## src/rtl/pick_sum_game.sv

```systemverilog
// Pick-sum game controller: computer and human alternately claim numbers 1..NUM_MAX;
// the first to hold three numbers summing to TARGET wins.
module pick_sum_game #(
  parameter int NUM_MAX = 9,
  parameter int TARGET  = 15,
  parameter int PICKS   = 4,
  parameter int FIRST   = 5,
  localparam int W      = $clog2(NUM_MAX + 1)
) (
  input  logic               clock,
  input  logic               reset,
  input  logic               newGame_L,
  input  logic               enter_L,
  input  logic [W-1:0]       hMove,
  output logic [W-1:0]       cMove,
  output logic [PICKS*W-1:0] hPicks,
  output logic [PICKS*W-1:0] cPicks,
  output logic               cWin,
  output logic               hWin,
  output logic               draw,
  output logic               illegal
);

  typedef logic [W-1:0]       num_t;
  typedef logic [W+1:0]       sum_t;
  typedef logic [NUM_MAX:1]   set_t;
  typedef enum logic [1:0] {COMP, WAIT_H, WAIT_REL, DONE} state_t;

  state_t state, state_nx;
  set_t   c_set, c_set_nx, h_set, h_set_nx;
  num_t   c_move, c_move_nx;
  logic   c_win, c_win_nx, h_win, h_win_nx, draw_r, draw_nx, illegal_r, illegal_nx;
  num_t   pick;
  set_t   c_after, h_hit;

  function automatic logic is_triple(input int a, input int b, input int c);
    sum_t s;
    s = sum_t'(a) + sum_t'(b) + sum_t'(c);
    return s == sum_t'(TARGET);
  endfunction

  function automatic logic has_win(input set_t s);
    logic r;
    r = 1'b0;
    for (int a = 1; a <= NUM_MAX; a++)
      for (int b = a + 1; b <= NUM_MAX; b++)
        for (int c = b + 1; c <= NUM_MAX; c++)
          if (s[a] && s[b] && s[c] && is_triple(a, b, c)) r = 1'b1;
    return r;
  endfunction

  // True when x plus two distinct members of s (neither equal to x) hits TARGET.
  function automatic logic completes(input set_t s, input int x);
    logic r;
    r = 1'b0;
    for (int a = 1; a <= NUM_MAX; a++)
      for (int b = a + 1; b <= NUM_MAX; b++)
        if (s[a] && s[b] && a != x && b != x && is_triple(a, b, x)) r = 1'b1;
    return r;
  endfunction

  // Descending scan so the last hit in each class is the smallest candidate.
  function automatic num_t choose(input set_t mine, input set_t theirs);
    num_t p_win, p_block, p_any;
    logic f_win, f_block;
    set_t used;
    used = mine | theirs;
    p_win = '0; p_block = '0; p_any = '0;
    f_win = 1'b0; f_block = 1'b0;
    for (int x = NUM_MAX; x >= 1; x--) begin
      if (!used[x]) begin
        p_any = num_t'(x);
        if (completes(mine, x))   begin p_win = num_t'(x);   f_win = 1'b1;   end
        if (completes(theirs, x)) begin p_block = num_t'(x); f_block = 1'b1; end
      end
    end
    return f_win ? p_win : (f_block ? p_block : p_any);
  endfunction

  function automatic int count(input set_t s);
    int n;
    n = 0;
    for (int i = 1; i <= NUM_MAX; i++) n += int'(s[i]);
    return n;
  endfunction

  function automatic set_t to_set(input num_t v);
    set_t r;
    r = '0;
    for (int i = 1; i <= NUM_MAX; i++) if (v == num_t'(i)) r[i] = 1'b1;
    return r;
  endfunction

  function automatic logic [PICKS*W-1:0] pack(input set_t s);
    logic [PICKS*W-1:0] r;
    int idx;
    r = '0;
    idx = 0;
    for (int x = 1; x <= NUM_MAX; x++) begin
      if (s[x] && idx < PICKS) begin
        r[idx*W +: W] = num_t'(x);
        idx++;
      end
    end
    return r;
  endfunction

  always_comb begin
    state_nx   = state;
    c_set_nx   = c_set;
    h_set_nx   = h_set;
    c_move_nx  = c_move;
    c_win_nx   = c_win;
    h_win_nx   = h_win;
    draw_nx    = draw_r;
    illegal_nx = illegal_r;
    pick       = (c_set == '0) ? num_t'(FIRST) : choose(c_set, h_set);
    c_after    = c_set | to_set(pick);
    h_hit      = to_set(hMove);
    case (state)
      COMP: begin
        c_set_nx  = c_after;
        c_move_nx = pick;
        if (has_win(c_after)) begin
          c_win_nx = 1'b1;
          state_nx = DONE;
        end else if (&(c_after | h_set) || count(h_set) >= PICKS) begin
          draw_nx  = 1'b1;
          state_nx = DONE;
        end else begin
          state_nx = WAIT_H;
        end
      end
      WAIT_H: begin
        if (!enter_L) begin
          // An out-of-range hMove maps to an empty set and so reads as illegal.
          if ((h_hit & ~(c_set | h_set)) != '0) h_set_nx = h_set | h_hit;
          else                                  illegal_nx = 1'b1;
          state_nx = WAIT_REL;
        end
      end
      WAIT_REL: begin
        if (enter_L) begin
          illegal_nx = 1'b0;
          if (illegal_r) begin
            state_nx = WAIT_H;
          end else if (has_win(h_set)) begin
            h_win_nx = 1'b1;
            state_nx = DONE;
          end else if (&(c_set | h_set) || count(c_set) >= PICKS) begin
            draw_nx  = 1'b1;
            state_nx = DONE;
          end else begin
            state_nx = COMP;
          end
        end
      end
      default: ;
    endcase
  end

  always_ff @(posedge clock) begin
    if (reset || !newGame_L) begin
      state     <= COMP;
      c_set     <= '0;
      h_set     <= '0;
      c_move    <= '0;
      c_win     <= 1'b0;
      h_win     <= 1'b0;
      draw_r    <= 1'b0;
      illegal_r <= 1'b0;
    end else begin
      state     <= state_nx;
      c_set     <= c_set_nx;
      h_set     <= h_set_nx;
      c_move    <= c_move_nx;
      c_win     <= c_win_nx;
      h_win     <= h_win_nx;
      draw_r    <= draw_nx;
      illegal_r <= illegal_nx;
    end
  end

  assign cMove   = c_move;
  assign hPicks  = pack(h_set);
  assign cPicks  = pack(c_set);
  assign cWin    = c_win;
  assign hWin    = h_win;
  assign draw    = draw_r;
  assign illegal = illegal_r;

endmodule

```

## config.mk

```make
export PLATFORM = sky130hd
export DESIGN_NAME = pick_sum_game
export DESIGN_NICKNAME = d
export VERILOG_FILES = /design/src/rtl/pick_sum_game.sv
export SDC_FILE = /design/constraint.sdc
export NUM_CORES = 1
export LEC_CHECK = 0
export ABC_AREA = 1
export BUFFER_PORTS_ARGS = -buffer_cell sky130_fd_sc_hd__buf_2
export CORE_ASPECT_RATIO = 1.4
export CORE_MARGIN = 2
export CORE_UTILIZATION = 50
export CTS_BUF_LIST = sky130_fd_sc_hd__clkbuf_16
export DETAILED_ROUTE_END_ITERATION = 6
export MAX_ROUTING_LAYER = met4
export PLACE_DENSITY = 0.68
export SETUP_SLACK_MARGIN = 0.5
export SYNTH_ARGS = -nofsm -noshare
export SYNTH_HDL_FRONTEND = slang
export SYNTH_SLANG_ARGS = --single-unit
```

## constraint.sdc

```tcl
create_clock -name clock -period 5.6 [get_ports clock]
set_input_delay 0.56 -clock clock [delete_from_list [all_inputs] [get_ports clock]]
set_output_delay 0.56 -clock clock [all_outputs]
set_load 0.005 [all_outputs]
```

==> impl_metrics.ini, run 1 <==
[power_and_ir_drop]
power_density_mw_per_mm2 = 97.15
max-vdd-ir-drop_v = 0.00009177
power.leakage_nw = 3.847

[floorplanning]
pin_count = 48
core_mm2 = 0.01035
die_w_um = 91.15
die_h_um = 126.0
dieArea_mm2 = 0.01149
rows = 44
start_util_pct = 51.37

[clocking]
clock_latency_ns = 0.27
tritoncts = yes
cts_buffers = 3
cts-htree-levels = 1
cts_root_buffer = clkbuf_16
cts.path.max_buffers = 2
clkSinkCount = 28
cts_hold_buf = 0
clkTransAtPathRegs_ns = 0.08

[logic_synthesis]
synth_flop_cell = dfxtp_1
synth_cell_types = 55
ys_seq_area_share_pct = 10.54
yosysWarnings = 0
async_flop_share_pct = 0
syn_inst = 932
synthesis.area_mm2 = 0.005316
synth-edff-count = 0
synth.avg_cell_area_um2 = 5.704
synth_seq_cells = 28

[timing]
finalCriticalPeriod_ns = 5.434
fmax_ghz = 0.1840
rsz0062_at_grt = yes
fin_ws_ns = 0.1665
finalHoldViolations = 0
fin_crit_sh_pct = 97.03
finalMaxSlewViolations = 0
fin_hold_ws_ns = 0.4510
maxSlewHeadroom_pct = 49.27
skew_ns = 0.004834
worst_pin_slew_ns = 0.7582
tns_ns = 0
setup_viol = 0

[detailed_routing]
totalWireLength_mm = 17.60
wl_per_cell_um = 14.61
drtPass1Iterations = 5
routed_via_density = 5.344
vias = 6439
antenna_left = 0
drc = 0
drtIter0Drc = 280

[grt]
grt_pass1_vias = 6224
grt_max_degree = 19
grt_pass1_wl_mm = 28.12
antenna_found_initial = 0
globalRouteOverflowTotal = 0
grt_usage_pct = 30.20

[setup_path]
crit_top_cell = buf_6
slowest_stage = fa_2
critPathMaxFanout = 4
end_kind = output port
cp-startpoint = h_set[0]$_SDFFE_PP0P_
rr_startpoint = h_set[0]$_SDFFE_PP0P_
cp.required_ns = 5.04
slowest_delay_ns = 0.62
start_kind = register
criticalPathCategory = register to output port
cp_data_arrival_time_ns = 4.87

[placed_design]
port_buffers = 47
routabilityCongestion = 0.9618
dp_hpwl_mm = 12.96
place_area_mm2 = 0.005997
place_ws_ns = 0.01814

[layout]
num-nets-final = 1139
final_area_mm2 = 0.007261
synthToLayoutAreaGrowth_pct = 36.57
n_antenna_cell = 0
drive_gt1_share_pct = 31.12

[flow_run]
maxCapViolCount = 0

[min_path]
min_path_type = register to register
min_from = draw$_SDFFE_PP0P_

[status]
outcome = complete, no violations
worst paths after layout:
check	depth (start not counted)	endpoint	slack [ns]
max	35	hPicks[12]	0.17
min	2	draw$_SDFFE_PP0P_	0.45
max reg2reg	15	draw$_SDFFE_PP0P_	1.83
min reg2reg	2	draw$_SDFFE_PP0P_	0.45
metrics by stage:
| stage | power (mW) | cells | utilization, % |
|---|---|---|---|
| final | 0.7054 | 1205 | 70.15 |
| after global routing | 0.7420 | 1205 | 70.15 |
| after CTS | 0.6685 | 1176 | 64.80 |
| after detailed placement | 0.4173 | 1126 | 57.94 |
| after global placement | 0.4152 | 1126 | 57.94 |
| after floorplan | 0.3728 | 940 | - |
logic make-up (layout without fill, tap and decap cells):
logic type | Yosys count | in the layout | share of synthesized area, %
flip-flops | 28 | 28 | 10.54
AO/OA/AOI/OAI | 117 | 117 | 13.23
adder cells (fa/ha/maj) | 63 | 63 | 16.24
AND/OR/NAND/NOR | 541 | 541 | 45.16
XOR/XNOR | 6 | 6 | 1.765
buffers and inverters | 175 | 302 | 12.92
other | 2 | 10 | 0.1413
registers in the layout, summed over array words and instances (netlist names):
name,count
state,2
cWin,1
hWin,1
h_set,9
cMove,4
c_set,9
illegal,1
draw,1
cell usage in the layout, fill, tap and decap left out, types with 4 or more instances in the layout:
master    netlist  layout
o21ai_4         0       5
ha_4            0      19
ha_1           53      34
nor2_4          1      13
o21ai_1         6       4
o21ai_0        33      32
nand2_2        16      36
conb_1          2      10
o21ai_2         6       4
a211oi_1        4       4
a21oi_1        39      38
nor2_1        111      99
nor3_1         23      22
nand4_1        23      23
buf_2          11      45
nand2_1       278     248
nand3_4         1       5
nor2_2          7       7
nand2_4         8      18
dfxtp_1        28      22
o22ai_1         7       5
inv_1         133     106
nor4_1          7       6
buf_4           3      86
inv_2          18      35
inv_4           1      12
nand3_1        55      50
fa_1           10       8
buf_6           0      11
worst max-delay path, delay by kind of cell (launching register included):
kind	cells	cell delay, ns
flip-flops	1	0.36
AO/OA/AOI/OAI	4	0.37
buffers and inverters	15	1.36
adder cells (fa/ha/maj)	5	1.59
AND/OR/NAND/NOR	11	0.94
routing by layer:
layer	routed length (um)	part of all wire [%]	global-route usage [%]	vias up
met5	0	0	-	-
met4	888	5.0	15.60	0
met3	497	2.8	1.854	59
met2	9633	55	58.95	167
met1	6584	37	29.38	2960
li1	-	-	-	3253
layout make-up:
| type | instances | area [um2] |
|---|---|---|
| clock buffer | 3 | 75.07 |
| clock inverter | 1 | 30.03 |
| fill | 921 | 3089 |
| inverter | 155 | 616.8 |
| multi-input combinational | 737 | 4776 |
| sequential | 28 | 575.6 |
| tap | 138 | 172.7 |
| timing repair buffer | 143 | 1015 |
what timing repair did:
| action | CTS | global route |
|---|---|---|
| hold endpoints to repair | 0 | 0 |
| pin swaps | 45 | 54 |
| resized for setup | 70 | 70 |
| setup buffers | 46 | 29 |
| setup endpoints to repair | 32 | 32 |
Yosys cell counts (all sizes together), types with 2 or more instances:
library cell	instances	share of area, %
ha	53	12
nand2	302	23
nor2	119	8.9
fa	10	3.8
buf	14	1.5
nand4	23	2.7
a31oi	2	0.24
clkinv	3	0.24
nor3	25	2.7
nand3	58	5.9
a221oi	2	0.33
o22ai	7	0.82
a22o	2	0.33
a21oi	41	4.0
o211ai	3	0.42
dfxtp	28	11
inv	152	11
a211oi	4	0.56
o31ai	4	0.66
nand3b	4	0.64
o21ai	45	4.7
conb	2	0.14
clkbuf	6	0.45
nor4	7	0.82
xor2	6	1.8
power breakdown:
| part | internal (mW) | leakage (nW) | switching, mW |
|---|---|---|---|
| Combinational | 0.111 | 3.57 | 0.168 |
| Clock | 0.143 | 0.0511 | 0.0796 |
| Sequential | 0.202 | 0.231 | 0.00285 |
| Total | 0.455 | 3.85 | 0.250 |
No activity file was read; power rests on OpenSTA's default activity.
==> inputs of run 2 (changes only) <==
- CELL_PAD_IN_SITES_DETAIL_PLACEMENT: unset -> 1
- CELL_PAD_IN_SITES_GLOBAL_PLACEMENT: unset -> 2
- CORE_UTILIZATION: 50 -> 29
- PLACE_DENSITY: 0.68 -> 0.74
==> impl_metrics.ini, run 2 (synthesis results as in run 1) <==
[clocking]
cts.path.max_buffers = 2
cts-htree-levels = 1
cts_root_buffer = clkbuf_16
clock_latency_ns = 0.28
cts_buffers = 3
clkSinkCount = 28
cts_hold_buf = 0
clkTransAtPathRegs_ns = 0.08
tritoncts = yes

[setup_path]
slowest_delay_ns = 0.63
critPathTopFamily = buffers and inverters
cp_data_arrival_time_ns = 5.03
crit_top_cell = buf_4
criticalPathCategory = register to output port
critPathMaxFanout = 4
cp.required_ns = 5.04
slowest_stage = fa_2
critical_path_depth = 33
start_kind = register
ff2ff_path_depth = 15
end_kind = output port
path_buf_inv = 27

[grt]
grt_max_degree = 19
antenna_found_initial = 0
grt_usage_pct = 23.06
grt_pass1_wl_mm = 34.95
globalRouteOverflowTotal = 0
grt_pass1_vias = 6994

[layout]
final_common_cell = nand2_1
drive_gt1_share_pct = 34.21
synthToLayoutAreaGrowth_pct = 45.38
fin_util_pct = 42.94
num-nets-final = 1180
n_antenna_cell = 0
layout_common_cells = nand2_1 (249), buf_4 (133), inv_1 (106), nor2_1 (95), nand3_1 (50)
final_cell_count_no_fill = 1348

[timing]
worst_pin_slew_ns = 0.8707
tns_ns = 0
finalCriticalPeriod_ns = 5.588
skew_ns = 0.003529
maxSlewHeadroom_pct = 41.74
fin_crit_sh_pct = 99.78
fmax_ghz = 0.1790
finalHoldViolations = 0
finalMaxSlewViolations = 0
fin_hold_ws_ns = 0.4537
rsz0062_at_grt = yes
fin_ws_ns = 0.01206
setup_viol = 0

[floorplanning]
dieArea_mm2 = 0.01945
rows = 58
die_h_um = 164.2
die_w_um = 118.4
core_mm2 = 0.01800
pin_count = 48
start_util_pct = 29.54

[detailed_routing]
drtPass1Iterations = 4
routed_via_density = 4.867
drc = 0
drtIter0Drc = 187
antenna_left = 0
vias = 6561
totalWireLength_mm = 22.09
wl_per_cell_um = 16.39

[power_and_ir_drop]
power.leakage_nw = 4.037
max-vdd-ir-drop_v = 0.00008257
power_density_mw_per_mm2 = 91.74

[placed_design]
routabilityCongestion = 0.8442
dp_hpwl_mm = 16.75
port_buffers = 47
place_ws_ns = -0.1183
dp_cells = 1239

[min_path]
min_path_type = register to register
min_delay_path_depth = 2

[status]
outcome = complete, no violations

[flow_run]
maxCapViolCount = 0
## run 2: final timing paths
check	start	slack (ns)	to
worst min-delay path	draw$_SDFFE_PP0P_	0.45	draw$_SDFFE_PP0P_
worst max-delay path	h_set[2]$_SDFFE_PP0P_	0.01	hPicks[14]
worst max register to register	h_set[0]$_SDFFE_PP0P_	1.86	draw$_SDFFE_PP0P_
worst min register to register	draw$_SDFFE_PP0P_	0.45	draw$_SDFFE_PP0P_
## run 2: through the flow
| step | area, um2 | power [mW] |
|---|---|---|
| floorplan | 5555 | 0.3728 |
| global placement | 6207 | 0.4264 |
| detailed placement | 6207 | 0.4284 |
| CTS | 7303 | 0.6866 |
| global route | 7729 | 0.7565 |
| finish | 7729 | 0.7091 |
## run 2: power breakdown
group | total (mW) | switching, mW | internal [mW]
Combinational | 0.296 | 0.177 | 0.119
Clock | 0.208 | 0.0830 | 0.125
Sequential | 0.205 | 0.00326 | 0.202
Total | 0.709 | 0.263 | 0.446
## run 2: area by class of cell
type                            instances  area (um2)
Fill cell                            2445       10270
Clock buffer                            4       100.1
Timing Repair Buffer                  184        1310
Tap cell                              240       300.3
Sequential cell                        28       575.6
Multi-Input combinational cell        737        4816
Inverter                              155       626.9
## run 2: worst register-to-register path, cell delays in order (launching register included)
cell and delay [ns]:
dfxtp_4 0.36, buf_4 0.13, buf_4 0.13, buf_4 0.16, fa_1 0.53, inv_1 0.05, fa_1 0.50, inv_1 0.05
ha_1 0.19, fa_1 0.46, ha_1 0.30, a311o_1 0.31, a21oi_1 0.19, nand2_1 0.08, nand3_1 0.11, a21oi_1 0.06
## run 2: metal layers
layer  share of wire, %  track usage [%]
met2                 61            50.24
met3                1.2           0.9028
met4                3.9            9.091
met1                 34            20.16
met5                  0                -
## run 2: repair_timing
item | CTS | global route
gates cloned | 0 | 0
resized for setup | 91 | 62
setup endpoints to repair | 32 | 32
buffers inserted | 82 | 23
pin swaps | 58 | 47
==> inputs of run 3 (changes only) <==
- CORE_ASPECT_RATIO: 1.4 -> 1.1
==> impl_metrics.ini, run 3 (synthesis results as in run 1) <==
[status]
outcome = complete, no violations

[clocking]
clkTransAtPathRegs_ns = 0.08
cts_root_buffer = clkbuf_16
cts-htree-levels = 1
cts.path.max_buffers = 2
cts_buffers = 3
clock_latency_ns = 0.28
tritoncts = yes
clkSinkCount = 28
cts_hold_buf = 0

[detailed_routing]
drc = 0
drtPass1Iterations = 4
wl_per_cell_um = 15.25
routed_via_density = 4.812
totalWireLength_mm = 20.36
vias = 6424
drtIter0Drc = 171
antenna_left = 0

[layout]
drive_gt1_share_pct = 33.18
fillerInstances = 2382
final_common_cell = nand2_1
num-nets-final = 1169
n_antenna_cell = 0
final_cell_count_no_fill = 1335
layout_common_cells = nand2_1 (249), buf_4 (117), inv_1 (107), nor2_1 (97), nand3_1 (49)
synthToLayoutAreaGrowth_pct = 41.96

[timing]
worst_pin_slew_ns = 0.7926
finalCriticalPeriod_ns = 5.445
fin_crit_sh_pct = 97.24
fmax_ghz = 0.1836
skew_ns = 0.004119
fin_hold_ws_ns = 0.4588
setup_viol = 0
finalMaxSlewViolations = 0
rsz0062_at_grt = yes
fin_ws_ns = 0.1547
finalHoldViolations = 0
maxSlewHeadroom_pct = 46.97

[floorplanning]
rows = 51
pin_count = 48
core_mm2 = 0.01780
die_h_um = 146.0
dieArea_mm2 = 0.01943
die_w_um = 133.1
start_util_pct = 29.86

[setup_path]
crit_top_cell = ha_4
critPathMaxFanout = 4
cp.required_ns = 5.04
end_kind = output port
start_kind = register
slowest_delay_ns = 0.62
ff2ff_path_depth = 14
cp_data_arrival_time_ns = 4.89
slowest_stage = fa_2
criticalPathCategory = register to output port

[placed_design]
place_ws_ns = -0.08856
routabilityCongestion = 0.8340
port_buffers = 47
dp_cells = 1230
dp_hpwl_mm = 15.11

[grt]
globalRouteOverflowTotal = 0
grt_max_degree = 19
grt_pass1_vias = 6676
antenna_found_initial = 0
grt_usage_pct = 21.29
grt_pass1_wl_mm = 33.15

[min_path]
min_path_type = register to register
min_delay_path_depth = 2

[power_and_ir_drop]
max-vdd-ir-drop_v = 0.0001260
power_density_mw_per_mm2 = 94.48
power.leakage_nw = 4.006

[flow_run]
maxCapViolCount = 0
==> run 3: cell types whose count changed in the layout (fill, tap and decap cells not counted), sizes merged <==
cell / previous run / this run
buf: 184 / 173
bufinv: 0 / 1
inv: 152 / 153
clkinv: 3 / 2
clkbuf: 4 / 3
==> run 3: critical path, delay by kind of cell (launching register included) <==
kind	cells	cell delay, ns
buf+inv	10	0.77
compound gates	6	0.68
flops	1	0.39
fa+ha+maj	6	1.84
simple gates	10	0.91
==> run 3: through the flow <==
stage / utilization [%] / area [um2] / power (mW) / TNS [ns]
global route: 42.39 / 7547 / 0.7632 / -0.4983
global placement: 34.56 / 6152 / 0.4199 / -0.1061
finish: 42.39 / 7547 / 0.7131 / 0
floorplan: - / 5555 / 0.3728 / 0
detailed placement: 34.56 / 6152 / 0.4228 / -0.6025
CTS: 39.95 / 7113 / 0.6886 / 0
==> run 3: layer usage <==
metal / vias up / part of all wire, % / track usage, %
li1: 3304 / - / -
met1: 3008 / 44 / 24.43
met2: 77 / 51 / 39.30
met3: 35 / 2.2 / 2.299
met4: 0 / 2.4 / 5.426
met5: - / 0 / -
==> run 3: path summary, 6_finish.rpt <==
path	startpoint	to	slack, ns
max	c_set[0]$_SDFFE_PP0N_	cPicks[10]	0.15
max reg2reg	h_set[1]$_SDFFE_PP0P_	draw$_SDFFE_PP0P_	2.02
min reg2reg	draw$_SDFFE_PP0P_	draw$_SDFFE_PP0P_	0.46
min	draw$_SDFFE_PP0P_	draw$_SDFFE_PP0P_	0.46
==> run 3: area by class of cell <==
cell class	count	area (um2)	share of cell area (%)
multi-input combinational	737	4700	62.27
timing repair buffer	173	1240	16.43
inverter	155	629.4	8.339
sequential	28	575.6	7.626
tap	238	297.8	3.946
clock buffer	3	75.07	0.9947
clock inverter	1	30.03	0.3979
==> run 3: repair_timing <==
item,4_1_cts,5_1_grt
endpoints found under the hold margin,0,0
pin swaps,53,48
gates resized for setup,74,65
setup buffers,80,21
endpoints found under the setup margin,32,32
==> run 3: power by group <==
group / leakage [nW] / switching (mW) / internal, mW / total, mW
clock: 0.0511 / 0.0813 / 0.143 / 0.224
sequential: 0.231 / 0.00326 / 0.202 / 0.205
combinational: 3.72 / 0.168 / 0.116 / 0.283
total: 4.01 / 0.252 / 0.461 / 0.713
